`src/rtl/uart_pkg.sv`:
```
// Shared UART constants, receiver state encoding and parity helper.
// Used by uart_rx (and its transmit counterpart uart_tx).
package uart_pkg;

  localparam int unsigned CLK_HZ           = 100_000_000;
  localparam int unsigned BAUD             = 115_200;
  localparam int unsigned CLKS_PER_BIT_DEF = CLK_HZ / BAUD;

  localparam logic [2:0] StIdle   = 3'd0;
  localparam logic [2:0] StStart  = 3'd1;
  localparam logic [2:0] StData   = 3'd2;
  localparam logic [2:0] StParity = 3'd3;
  localparam logic [2:0] StStop   = 3'd4;
  localparam logic [2:0] StBreak  = 3'd5;

  // Even parity: the parity bit that makes the total count of ones even.
  function automatic logic even_parity(input logic [7:0] d);
    return ^d;
  endfunction

endpackage

```
`src/rtl/uart_rx_sync.sv`:
```
// Synchroniser chain for the asynchronous serial input; resets to the idle (high) level.
module uart_rx_sync #(
  parameter int unsigned SYNC_STAGES = 2
) (
  input  logic clk_i,
  input  logic rst_i,
  input  logic din_i,
  output logic rx_s_o
);

  logic [SYNC_STAGES-1:0] sync_q;

  always_ff @(posedge clk_i) begin
    if (rst_i) begin
      sync_q <= '1;
    end else begin
      sync_q <= {sync_q[SYNC_STAGES-2:0], din_i};
    end
  end

  assign rx_s_o = sync_q[SYNC_STAGES-1];

endmodule

```
`src/rtl/uart_rx.sv`:
```
// 8N1 UART receiver with mid-bit sampling, start-glitch rejection and framing-error strobe.
// Define UART_RX_PARITY_EN for 8E1 frames with a parity_err strobe.
module uart_rx
  import uart_pkg::*;
#(
  parameter int unsigned CLKS_PER_BIT = CLKS_PER_BIT_DEF,
  parameter int unsigned SYNC_STAGES  = 2
) (
  input  logic       clk,
  input  logic       rst,
  input  logic       din,
  output logic [7:0] data_out,
  output logic       valid,
  output logic       frame_err,
  output logic       parity_err,
  output logic       busy
);

  localparam int unsigned CntW = $clog2(CLKS_PER_BIT);
  localparam logic [CntW-1:0] CntMid = CntW'(CLKS_PER_BIT / 2 - 1);
  localparam logic [CntW-1:0] CntEnd = CntW'(CLKS_PER_BIT - 1);

  logic            rx_s;
  logic [2:0]      state_q, state_d;
  logic [CntW-1:0] cnt_q, cnt_d;
  logic [2:0]      idx_q, idx_d;
  logic [7:0]      shreg_q, shreg_d;
  logic [7:0]      data_q, data_d;
  logic            valid_q, valid_d;
  logic            ferr_q, ferr_d;

  uart_rx_sync #(
    .SYNC_STAGES(SYNC_STAGES)
  ) u_sync (
    .clk_i (clk),
    .rst_i (rst),
    .din_i (din),
    .rx_s_o(rx_s)
  );

`ifdef UART_RX_PARITY_EN
  logic par_q, par_d;
  logic perr_q, perr_d;
`endif

  always_comb begin
    state_d = state_q;
    cnt_d   = cnt_q + 1'b1;
    idx_d   = idx_q;
    shreg_d = shreg_q;
    data_d  = data_q;
    valid_d = 1'b0;
    ferr_d  = 1'b0;
`ifdef UART_RX_PARITY_EN
    par_d   = par_q;
    perr_d  = 1'b0;
`endif
    unique case (state_q)
      StIdle: begin
        cnt_d = '0;
        if (!rx_s) state_d = StStart;
      end
      StStart: begin
        if (cnt_q == CntMid) begin
          cnt_d   = '0;
          idx_d   = '0;
          state_d = rx_s ? StIdle : StData;
        end
      end
      StData: begin
        if (cnt_q == CntEnd) begin
          cnt_d          = '0;
          shreg_d[idx_q] = rx_s;
          if (idx_q == 3'd7) begin
`ifdef UART_RX_PARITY_EN
            state_d = StParity;
`else
            state_d = StStop;
`endif
          end else begin
            idx_d = idx_q + 3'd1;
          end
        end
      end
`ifdef UART_RX_PARITY_EN
      StParity: begin
        if (cnt_q == CntEnd) begin
          cnt_d   = '0;
          par_d   = rx_s;
          state_d = StStop;
        end
      end
`endif
      StStop: begin
        if (cnt_q == CntEnd) begin
          cnt_d = '0;
          if (rx_s) begin
            // Back to IDLE mid-stop-bit so an immediately following start bit is caught.
            state_d = StIdle;
`ifdef UART_RX_PARITY_EN
            if (par_q != even_parity(shreg_q)) begin
              perr_d = 1'b1;
            end else begin
              data_d  = shreg_q;
              valid_d = 1'b1;
            end
`else
            data_d  = shreg_q;
            valid_d = 1'b1;
`endif
          end else begin
            ferr_d  = 1'b1;
            state_d = StBreak;
          end
        end
      end
      StBreak: begin
        cnt_d = '0;
        if (rx_s) state_d = StIdle;
      end
      default: begin
        cnt_d   = '0;
        state_d = StIdle;
      end
    endcase
  end

  always_ff @(posedge clk) begin
    if (rst) begin
      state_q <= StIdle;
      cnt_q   <= '0;
      idx_q   <= '0;
      shreg_q <= '0;
      data_q  <= '0;
      valid_q <= 1'b0;
      ferr_q  <= 1'b0;
    end else begin
      state_q <= state_d;
      cnt_q   <= cnt_d;
      idx_q   <= idx_d;
      shreg_q <= shreg_d;
      data_q  <= data_d;
      valid_q <= valid_d;
      ferr_q  <= ferr_d;
    end
  end

`ifdef UART_RX_PARITY_EN
  always_ff @(posedge clk) begin
    if (rst) begin
      par_q  <= 1'b0;
      perr_q <= 1'b0;
    end else begin
      par_q  <= par_d;
      perr_q <= perr_d;
    end
  end
  assign parity_err = perr_q;
`else
  assign parity_err = 1'b0;
`endif

  assign data_out  = data_q;
  assign valid     = valid_q;
  assign frame_err = ferr_q;
  assign busy      = (state_q != StIdle);

endmodule
```
`config.mk`:
```
export PLATFORM = sky130hd
export DESIGN_NAME = uart_rx
export DESIGN_NICKNAME = d
export VERILOG_FILES = /design/src/rtl/uart_pkg.sv /design/src/rtl/uart_rx_sync.sv /design/src/rtl/uart_rx.sv
export SDC_FILE = /design/constraint.sdc
export NUM_CORES = 1
export LEC_CHECK = 0
export BUFFER_PORTS_ARGS = -buffer_cell sky130_fd_sc_hd__buf_4
export CORE_MARGIN = 2
export CORE_UTILIZATION = 50
export CTS_BUF_LIST = sky130_fd_sc_hd__clkbuf_4 sky130_fd_sc_hd__clkbuf_8 sky130_fd_sc_hd__clkbuf_16
export CTS_CLUSTER_SIZE = 10
export DETAILED_ROUTE_END_ITERATION = 10
export GPL_TIMING_DRIVEN = 1
export PLACE_DENSITY_LB_ADDON = 0.2
export SYNTH_ARGS = -nofsm -noshare
export SYNTH_HDL_FRONTEND = slang
export SYNTH_SLANG_ARGS = --single-unit
```
`constraint.sdc`:
```
create_clock -name clk -period 2.8 [get_ports clk]
set_input_delay 0.42 -clock clk [delete_from_list [all_inputs] [get_ports clk]]
set_output_delay 0.42 -clock clk [all_outputs]
set_load 0.02 [all_outputs]
```
After elaboration in Yosys (flattened, before gate mapping). Index checks and enable logic that the tools add are counted.

Add/sub/neg operators: 2. Order comparisons: 2. Eq/ne operators: 14. Muxes and demuxes: 21. Bitwise operators: 2. Reductions and logical operators: 10.

Operator list (number): $mux 3 (10); $mux 10 (2); $pmux 10 s2 (1); $pmux 3 s5 (1); $ne 2x2->1 const B (6); $add 10x1->10 const B (1); $eq 10x10->1 const B (1); $eq 10x9->1 const B (1); $eq 3x3->1 const B (3); $bwmux 8 (1); $pmux 3 s2 (1); $reduce_and 6->1 (1); $lt 3x4->1 const B (1); $reduce_and 4->1 (1); $add 3x1->3 const B (1); $demux 1 s3 (1); $eq 3x1->1 const B (1); $eq 3x2->1 const B (1); $ge 3x1->1 const B (1); $logic_not 3->1 (1); $mux 1 (3); $reduce_and 3->1 (1); $reduce_bool 3->1 (1); $reduce_or 3->1 (1); 7 further kinds (8).

Register bits: 36. Input port bits: 3. Output and inout bits: 12. Word-level logic and storage cells: 59.

Logic depth before layout (Yosys ltp). Gate-level depths: netlist (run 1).

Depth in word-level cells: 5. Depth in mapped cells: 7. Mapped depth without buffers: 7.

Cells and area by module. Synthesis (run 1) repeated with hierarchy kept, for this count alone.

Cell total of the unflattened synthesis: 179. Area, all modules: 1667.8 sq um.

By module, submodules not included: uart_rx (instances 1, cells an instance 175, area each 1615.3 sq um, sequential area each 680.7 sq um); uart_rx_sync (instances 1, cells an instance 4, area each 52.6 sq um, sequential area each 40.0 sq um).

Least setup slack after synthesis (run 1). OpenSTA, ideal clock, no wires.

Kind: register to register. Start: register cnt_q[0]. End: register shreg_q[3]. Library setup time: 128 ps. Arrival: 1820 ps. Required time: 2672 ps. Slack: 852 ps. Stages on the path, launching flop included: 7. Buffers on the path: 0. Period minus slack after synthesis: 1948 ps. Path through: dfxtp_1 > ha_1 > nand4bb_1 > or4_4 > nor3b_2 > mux2i_1 > nor2_1.

Cells in the longest elaborated chain, start to end: 2.

RTL lines: from (decl) (RTL line uart_rx.sv:25) `logic [CntW-1:0] cnt_q, cnt_d;`; from (signal assigned) (RTL line uart_rx.sv:139) `cnt_q <= cnt_d;`; $eq 10x10->1 (RTL line uart_rx.sv:71) `if (cnt_q == CntEnd) begin`; $reduce_and 2->1 (no line); to (signal assigned) (RTL line uart_rx.sv:141) `shreg_q <= shreg_d;`; to (decl) (RTL line uart_rx.sv:27) `logic [7:0] shreg_q, shreg_d;`.

No other way between the ends. A chain may end at the register's enable or synchronous reset.

Worst setup path in the final report (run 1).
Start: register state_q[1]. End: register shreg_q[1].

Cells in the longest elaborated chain, start to end: 2.

RTL lines: from (decl) (RTL line uart_rx.sv:24) `logic [2:0] state_q, state_d;`; from (signal assigned) (RTL line uart_rx.sv:130) `state_q <= StIdle;`; from (signal assigned) (RTL line uart_rx.sv:138) `state_q <= state_d;`; $eq 3x2->1 (RTL line uart_rx.sv:58) `unique case (state_q)`; $reduce_and 2->1 (no line).

No other way between the ends.

==> results of run 1 <==
-- final cells by class --
cell class | count | area (µm²) | area share (%)
multi-input cells | 132 | 890 | 48.5
flip-flops and latches | 36 | 721 | 39.3
clock buffers | 6 | 45.0 | 2.46
well taps | 46 | 57.6 | 3.14
clock inverters | 1 | 5.00 | 0.273
inverters | 3 | 11.3 | 0.614
repair buffers | 14 | 105 | 5.73
-- power groups by stage --
stage	combinational, mW	sequential, mW	clock, mW
6_report	0.0424	0.526	0.258
2_1_floorplan	0.0397	0.532	0
4_1_cts	0.0422	0.526	0.269
5_1_grt	0.0487	0.528	0.291
3_3_place_gp	0.0412	0.538	0
3_5_place_dp	0.0422	0.538	0
-- metrics by stage --
step	setup slack, ps	util [%]
floorplan	852	-
global placement	570	54.3
detailed placement	528	54.3
CTS	527	55.8
global route	363	55.8
finish	511	55.8
-- flip-flops by register name, summed over array words and instances (netlist names) --
signal	flops
frame_err	1
state_q	3
cnt_q	10
data_out	8
idx_q	3
u_sync.sync_q	2
valid	1
shreg_q	8
-- worst max-delay path: stages (launching register included) --
cell and delay [ps]:
dfxtp_1 630, or4b_1 480, nor4_1 650, nand3b_1 180, mux2i_1 190, nor2_1 60
-- worst paths after layout --
kind | endpoint | slack, ps | cells after the start
hold reg to reg | u_sync.sync_q[1] | 420 | 1
setup reg to reg | shreg_q[1] | 510 | 5
setup / recovery | shreg_q[1] | 510 | 5
hold / removal | u_sync.sync_q[0] | 270 | 2
-- metal layers --
metal	track usage, %	vias to the layer above
li1	-	662
met1	20.0	600
met2	29.8	32
met3	5.25	7
met4	7.22	0
met5	0	-
-- synth_stat cells (2+ instances only) --
library cell,number,share of area [%]
or3_1,2,0.74
nor3_1,3,0.89
nor2_1,32,7.1
o21ai_0,3,0.89
inv_1,3,0.67
nand2_1,7,1.6
mux2i_1,15,8.9
ha_1,4,3.0
or3b_2,2,1.0
nor3b_1,3,1.3
nor3b_2,2,1.5
nand4_1,2,0.74
nor4_1,4,1.5
o211ai_1,3,1.3
dfxtp_1,36,43
a21oi_1,4,1.2
nand2b_1,3,1.1
nand4bb_1,2,1.3
xor2_1,9,4.7
or2_2,2,0.74
buf_4,2,0.89
nand3b_1,2,0.89
buf_2,5,1.5
nand3_1,11,3.3
and3_1,2,0.74
clkbuf_1,3,0.67
-- kinds of logic (layout without fill, tap and decap cells) --
| group | count (synthesis) | after routing | share of synthesized area (%) |
|---|---|---|---|
| other | 1 | 1 | 0.222 |
| adder cells (fa/ha/maj) | 4 | 4 | 2.96 |
| multiplexers | 15 | 15 | 8.87 |
| XOR/XNOR | 10 | 10 | 5.17 |
| buffers and inverters | 15 | 24 | 4.88 |
| flip-flops | 36 | 36 | 42.6 |
| AO/OA/AOI/OAI | 16 | 16 | 6.95 |
| AND/OR/NAND/NOR | 86 | 86 | 28.4 |
==> results_dict.tcl, run 1 <==
set metrics [dict create \
    hpwl_um 2120 \
    final_nets 199 \
    status "finished, final reports clean" \
    wl_met1_um 1360 \
    wl_met2_um 1410 \
    syn2layout_area_growth_pct 8.35 \
    io_buffers 13 \
    p_clk_share_pct 31.2 \
    synth_cells 183 \
    synth_edf_count 0 \
    power.switching_mw 0.192 \
    placed_area_mm2 0.00178 \
    ys_ff_latch 36 \
    path_clk_slew_ps 110 \
    period_share_pct 81.8 \
    fp.coreArea_mm2 0.00328 \
    ctsHoldBuffers 0 \
    cts_max_level 2 \
    p_leak_nw 0.744 \
    rsz0062_at_grt "false" \
    vias 1301 \
    fin_area_mm2 0.00183 \
    arrival_ps 2510 \
    fill_cells 298 \
    design.die.area_mm2 0.00387 \
    die-height_um 62.2 \
    period_needed_ps 2290 \
    async_flop_share_pct 0 \
    wl_per_cell_um 12.5 \
    vdd_drop_max_mv 0.338 \
    r2r-start "state_q[1]" \
    p_per_area_mw_per_mm2 451 \
    io_pins 15 \
    final_common_cell "dfxtp_1" \
    grt_first_pass_wirelength_um 5390 \
    cts_sinks 36 \
    avgSynthCellArea_um2 9.25 \
    antenna_found_initial 0 \
    drive_above_1_share_pct 16.1 \
    hold_class "in -> reg" \
    dp_cells 231 \
    grt_usage_pct 17.3 \
    slew_violations 0 \
    p_comb_share_pct 5.1 \
    total_power_mw 0.827 \
    crit_path_end_kind "flop" \
    syn_area_mm2 0.00169 \
    min_from "din" \
    wl_met3_um 149 \
    root_buffer "clkbuf_4" \
    power_frac_seq_pct 63.7 \
    vias_per_cell 5.47 \
    setup_viol 0 \
    yosys_warnings 0 \
    hold_viol_final 0 \
    worstPathMaxFanout 16 \
    drtIter0Drc 32 \
    crit_start "state_q[1]" \
    final_cell_mix "36 x dfxtp_1, 32 x nor2_1, 15 x mux2i_1" \
    finalHoldWorstSlack_ps 271 \
    instances_no_fill 238 \
    clock.fmax_mhz 437 \
    power.share.switching_pct 23.2 \
    die_x_um 62.2 \
    cap_violations 0 \
    grt_max_degree 28 \
    yosys_most_used_dff "dfxtp_1" \
    cts_tree "built" \
    clk_latency_ps 330 \
    antenna_cells 0 \
    crit_type "reg -> reg" \
    cts_resized 0 \
    fin_tns_setup_ps 0 \
    slew_headroom_pct 44.2 \
    initial_utilization_pct 51.5 \
    grt_overflow 0 \
    worstPathRequired_ps 3030 \
    post_cts.repair.setup_buffers 0 \
    top_layer "met4" \
    worst_setup_path_start_kind "flop" \
    intPower_mw 0.635 \
    drtAntennaViolNets 0 \
    gp_congestion 0.799 \
    skew_ps 11.0 \
    rows 21 \
    yosys.cell_types.count 43 \
    grt_pass1_vias 1237 \
    wl_um 2980 \
    cts_buffers 5 \
    syn_nets 190 \
    first_pass_iters 4 \
    drc 0 \
    synth-seq-area-share_pct 42.6 \
    clk_path_buf_depth 2 \
    worst_pin_slew_ps 816 \
]
Power figures use the tool's default switching activity.
==> run 2: changes to the inputs <==
--- a/config.mk
+++ b/config.mk
@@ -5,6 +5,7 @@
 export SDC_FILE = /design/constraint.sdc
 export NUM_CORES = 1
 export LEC_CHECK = 0
+export ABC_AREA = 1
 export BUFFER_PORTS_ARGS = -buffer_cell sky130_fd_sc_hd__buf_4
 export CORE_MARGIN = 2
 export CORE_UTILIZATION = 50
==> constraint.sdc (replaced) <==
create_clock -name clk -period 2.2 [get_ports clk]
set_input_delay 0.33 -clock clk [delete_from_list [all_inputs] [get_ports clk]]
set_output_delay 0.33 -clock clk [all_outputs]
set_load 0.02 [all_outputs]
==> run 2 against run 1 <==
Against the previous run:
- register-to-register slack got worse by 40 ps
- non-clock buffer count stayed put
- worst setup slack worse by 37 ps
- cell count up 34%
- die area up 3.9%
- clock skew down 2.7 ps
- count of clock-buffer cells in the layout increased by 1
- hold slack lost 110 ps
- maximum frequency increased by 33%
- via count grew 19%
- clock power increased by 53%
- critical path depth is 3 higher
- highest routed layer unchanged
==> results_dict.tcl, run 2 <==
set metrics [dict create \
    status "finished, final reports clean" \
    drtAntennaViolNets 0 \
    gp_congestion 0.804 \
    fp.coreArea_mm2 0.00336 \
    clk_latency_ps 350 \
    hold_end "u_sync.sync_q[0]" \
    cts_tree "built" \
    ys_ff_latch 36 \
    p_per_area_mw_per_mm2 949 \
    yosysTopAreaCell "dfxtp_1" \
    final_cell_mix "64 x nor2_1, 47 x nand2_1, 36 x dfxtp_1" \
    avgSynthCellArea_um2 6.89 \
    hpwl_um 2410 \
    antenna_found_initial 0 \
    dp_cells 311 \
    finalHoldWorstSlack_ps 162 \
    ctsHoldBuffers 0 \
    root_buffer "clkbuf_4" \
    yosys_warnings 0 \
    grt-busiest-layer "met2" \
    skew_ps 8.28 \
    grt_util_met2_pct 30.4 \
    drive_above_1_share_pct 18.3 \
    largest_register_ffs 10 \
    final_common_cell "nor2_1" \
    r2r-end "data_out[6]" \
    first_pass_iters 4 \
    synth_cells 256 \
    worstPathRequired_ps 2450 \
    cap_violations 0 \
    async_flop_share_pct 0 \
    p_comb_share_pct 37.0 \
    arrival_ps 1980 \
    post_cts.repair.setup_buffers 0 \
    synth_edf_count 0 \
    io_buffers 13 \
    vdd_drop_max_mv 0.377 \
    top_register "cnt_q" \
    synth-seq-area-share_pct 40.9 \
    grt_first_pass_wirelength_um 6090 \
    grt_overflow 0 \
    syn2layout_area_growth_pct 11.4 \
    hold_depth 2 \
    hold_class "in -> reg" \
    syn_area_mm2 0.00176 \
    cts_resized 0 \
    crit_type "reg -> reg" \
    drtIter0Drc 49 \
    drc 0 \
    worst_setup_path_start_kind "flop" \
    power_frac_seq_pct 41.8 \
    grt_pass1_vias 1435 \
    worstPathMaxFanout 9 \
    yosys.cell_types.count 28 \
    cts_sinks 36 \
    final_nets 279 \
    grt_max_degree 14 \
    p_leak_nw 0.917 \
    wl_um 3360 \
    wl_per_cell_um 10.5 \
    initial_utilization_pct 52.5 \
    instances_no_fill 319 \
    crit_path_end_kind "flop" \
    reg2regPathDepth 8 \
    clock.fmax_mhz 579 \
    rrSetupSlack_ps 470 \
    fin_tns_setup_ps 0 \
    intPower_mw 1.11 \
    antenna_cells 0 \
    io_pins 15 \
    path_clk_slew_ps 110 \
    rows 21 \
    grt_usage_pct 19.1 \
    setup_viol 0 \
    power.share.switching_pct 40.7 \
    design.die.area_mm2 0.00402 \
    cts_buffers 5 \
    min_from "din" \
    fin_area_mm2 0.00197 \
    syn_nets 263 \
    clk_path_buf_depth 2 \
    die_x_um 63.4 \
    synth.area.top_cells "dfxtp_1 41%, nor2_1 14%, nand2_1 10%" \
    crit_start "cnt_q[0]" \
    hold_viol_final 0 \
    cts_max_level 2 \
    yosys.cell_count.top_type "nor2_1" \
    vias_per_cell 4.87 \
    r2r-start "cnt_q[0]" \
    die-height_um 63.4 \
    slew_violations 0 \
    grt_use_met3_pct 5.36 \
    placed_area_mm2 0.00190 \
    total_power_mw 1.87 \
    yosys_most_used_dff "dfxtp_1" \
    period_share_pct 78.5 \
    p_clk_share_pct 21.1 \
    period_needed_ps 1730 \
    rsz0062_at_grt "false" \
    vias 1553 \
    power.switching_mw 0.759 \
    yosysTopAreaCellShare_pct 40.9 \
    synth_common_cells "64 x nor2_1, 47 x nand2_1, 36 x dfxtp_1" \
    grtUsageMet1_pct 24.6 \
]
[run 2: logic make-up (layout without fill, tap and decap cells)]
family	after synthesis	count (layout)	synth area share, %
simple gates	151	151	39.4
buf+inv	39	56	8.79
flops	36	36	40.9
compound gates	22	22	6.45
fa+ha+maj	4	4	2.84
xor+xnor	3	3	1.49
other cells	1	1	0.213
[run 2: worst max-delay path by stage]
stage	slack, ps	endpoint	cells after the start
5_1_grt	260	data_out[6]	8
6_report	470	data_out[6]	8
2_1_floorplan	780	data_out[0]	8
3_3_place_gp	580	data_out[6]	8
4_1_cts	470	data_out[0]	8
3_5_place_dp	530	data_out[3]	8
[run 2: power by group through the flow]
stage | logic [mW] | registers (mW) | clock network [mW]
after CTS | 0.691 | 0.779 | 0.402
after floorplan | 0.597 | 0.760 | 0
after detailed placement | 0.686 | 0.795 | 0
after global placement | 0.683 | 0.792 | 0
after global routing | 0.796 | 0.791 | 0.423
final | 0.691 | 0.780 | 0.394
[run 2: worst max-delay path, stage by stage (launching register included)]
cell,delay [ps]
dfxtp_1,420
ha_1,220
nand2_1,60
nor2_1,150
nand2_2,160
inv_2,170
nand4_2,220
nor2_1,170
nor2_1,60
[run 2: layout make-up]
cell class	instances	area, µm²
Sequential cell	36	721
Inverter	34	128
Clock buffer	7	58.8
Tap cell	46	57.6
Clock inverter	1	7.51
Timing Repair Buffer	14	105
Multi-Input combinational cell	181	888
Fill cell	345	1400
[run 2: per-layer routing]
layer / part of all wire (%) / up-vias
li1: - / 828
met2: 44 / 21
met5: 0 / -
met1: 51 / 699
met4: 1.7 / 0
met3: 3.8 / 5
[run 2: through the flow]
| stage | setup slack, ps | utilization, % |
|---|---|---|
| after floorplan | 777 | - |
| after global placement | 579 | 56.5 |
| after detailed placement | 529 | 56.5 |
| after CTS | 467 | 58.4 |
| after global routing | 256 | 58.4 |
| final | 474 | 58.4 |
==> run 3: changes to the inputs <==
--- a/config.mk
+++ b/config.mk
@@ -5,7 +5,7 @@
 export SDC_FILE = /design/constraint.sdc
 export NUM_CORES = 1
 export LEC_CHECK = 0
-export ABC_AREA = 1
+export ABC_AREA = 0
 export BUFFER_PORTS_ARGS = -buffer_cell sky130_fd_sc_hd__buf_4
 export CORE_MARGIN = 2
 export CORE_UTILIZATION = 50
==> constraint.sdc (replaced) <==
create_clock -name clk -period 1.7 [get_ports clk]
set_input_delay 0.255 -clock clk [delete_from_list [all_inputs] [get_ports clk]]
set_output_delay 0.255 -clock clk [all_outputs]
set_load 0.02 [all_outputs]
==> run 3 against run 2 <==
Against the previous run:
- the run now ends with setup timing left
- combinational power shrank 79%
- maximum frequency fell by 5.3%
- count of clock-buffer cells in the layout is 1 higher
- clock skew up 10 ps
- global-route usage rose by 1.3 points
- hold slack worse by 64 ps
- wire length rose by 11%
- clock power up 31%
- register-to-register slack worse by 600 ps
- first-iteration DRC count fell by 2.0%
- total power decreased by 19%
- flip-flop and latch count unchanged
==> results_dict.tcl, run 3 (synthesis gave the netlist of run 1 again) <==
set metrics [dict create \
    cp-endpoint "shreg_q[6]" \
    hpwl_um 2680 \
    period_share_pct 107 \
    first_pass_iters 4 \
    finalHoldWorstSlack_ps 97.6 \
    wl_um 3720 \
    cts_tree "built" \
    final_cell_mix "45 x buf_4, 31 x nor2_1, 29 x dfxtp_1" \
    hold_class "in -> reg" \
    vdd_drop_max_mv 0.406 \
    gp_congestion 0.806 \
    die-height_um 62.2 \
    ctsHoldBuffers 0 \
    antenna_cells 0 \
    worstPathMaxFanout 8 \
    skew_ps 18.5 \
    arrival_ps 2050 \
    multiInputGateArea_um2 991 \
    drtIter0Drc 48 \
    fill_cells 276 \
    io_buffers 13 \
    hold_viol_final 0 \
    r2r-start "state_q[0]" \
    crit_type "reg -> reg" \
    io_pins 15 \
    clk_path_buf_depth 2 \
    drtAntennaViolNets 0 \
    drc 0 \
    design.die.area_mm2 0.00387 \
    crit_path_end_kind "flop" \
    status "finished with violations" \
    period_needed_ps 1820 \
    fp.coreArea_mm2 0.00328 \
    die_x_um 62.2 \
    worst_setup_path_start_kind "flop" \
    syn2layout_area_growth_pct 31.7 \
    cts_buffers 5 \
    worstPathRequired_ps 1930 \
    antenna_found_initial 0 \
    vias_per_cell 5.30 \
    crit_start "state_q[0]" \
    rrSetupSlack_ps -120 \
    grt_first_pass_wirelength_um 6300 \
    regArea_um2 732 \
    p_leak_nw 0.953 \
    slew_violations 0 \
    pre_cts_ws_ps -175 \
    grt_max_degree 28 \
    grt_overflow 0 \
    finalWorstSetupSlack_ps -124 \
    r2r-end "shreg_q[6]" \
    rows 21 \
    top_register "cnt_q" \
    rsz0062_at_grt "true" \
    p_per_area_mw_per_mm2 680 \
    violations "setup timing" \
    root_buffer "clkbuf_4" \
    reg2regPathDepth 6 \
    wl_per_cell_um 13.6 \
    final_nets 233 \
    fin_tns_setup_ps -661 \
    final_common_cell "buf_4" \
    total_power_mw 1.52 \
    initial_utilization_pct 51.5 \
    grt_pass1_vias 1413 \
    clk_latency_ps 350 \
    setup_viol 9 \
    vias 1446 \
    drive_above_1_share_pct 39.2 \
    largest_register_ffs 10 \
    cts_max_level 2 \
    path_clk_slew_ps 120 \
    cts_sinks 36 \
    clock.fmax_mhz 548 \
    slew_headroom_pct 62.9 \
    grt_usage_pct 20.4 \
    cap_violations 0 \
    worst_pin_slew_ps 549 \
]
## run 3: changes by cell type in the layout (fill, tap and decap cells not counted), sizes merged, moves of 14 or more
| cell | before | now |
|---|---|---|
| buf | 14 | 48 |
| inv | 34 | 3 |
| mux2i | 0 | 15 |
| nand2 | 54 | 7 |
| nor2 | 67 | 32 |
| o21ai | 17 | 3 |
## run 3: cell type report
cell class                      count  area share [%]
Clock buffer                        8            2.97
Sequential cell                    36            32.8
Timing Repair Buffer               48            16.7
Multi-Input combinational cell    132            44.4
Inverter                            3           0.505
Tap cell                           46            2.58
## run 3: stage by stage
stage               area, µm²  util (%)  instances
detailed placement       2060      62.7        262
global placement         2060      62.7        262
CTS                      2190      66.6        273
global route             2230      67.9        273
floorplan                1730         -        183
finish                   2230      67.9        273
## run 3: how the worst min path moves through the flow
stage,end,depth (start not counted),from
after floorplan,u_sync.sync_q[0],1,din
after global placement,u_sync.sync_q[1],1,u_sync.sync_q[0]
after detailed placement,u_sync.sync_q[1],1,u_sync.sync_q[0]
after CTS,u_sync.sync_q[0],2,din
after global routing,u_sync.sync_q[0],2,din
final,u_sync.sync_q[0],2,din
## run 3: worst max-delay path, cell delays in order (launching register included)
cell and delay [ps]:
dfxtp_2 340, buf_6 120, nand4bb_1 180, or4_4 570, nor3b_2 220, mux2i_1 200, nor2_1 50
## run 3: repair_timing
action                                  4_1_cts  5_1_grt
buffers inserted                              3        1
pin swaps                                     9        2
endpoints found under the setup margin       14       32
gates resized for setup                      11       11
## run 3: metal layers
metal	share of wire, %	track usage, %	vias to the layer above	wire [µm]
met5	0	0	-	0
met4	2.4	7.78	0	90
met3	4.2	5.98	13	157
met2	51	37.0	35	1880
met1	43	22.6	670	1590
li1	-	-	728	-
## run 3: power breakdown
part | internal, mW | switching, mW | leakage [nW]
clock | 0.236 | 0.280 | 0.0394
sequential | 0.850 | 0.00579 | 0.294
combinational | 0.0722 | 0.0723 | 0.619
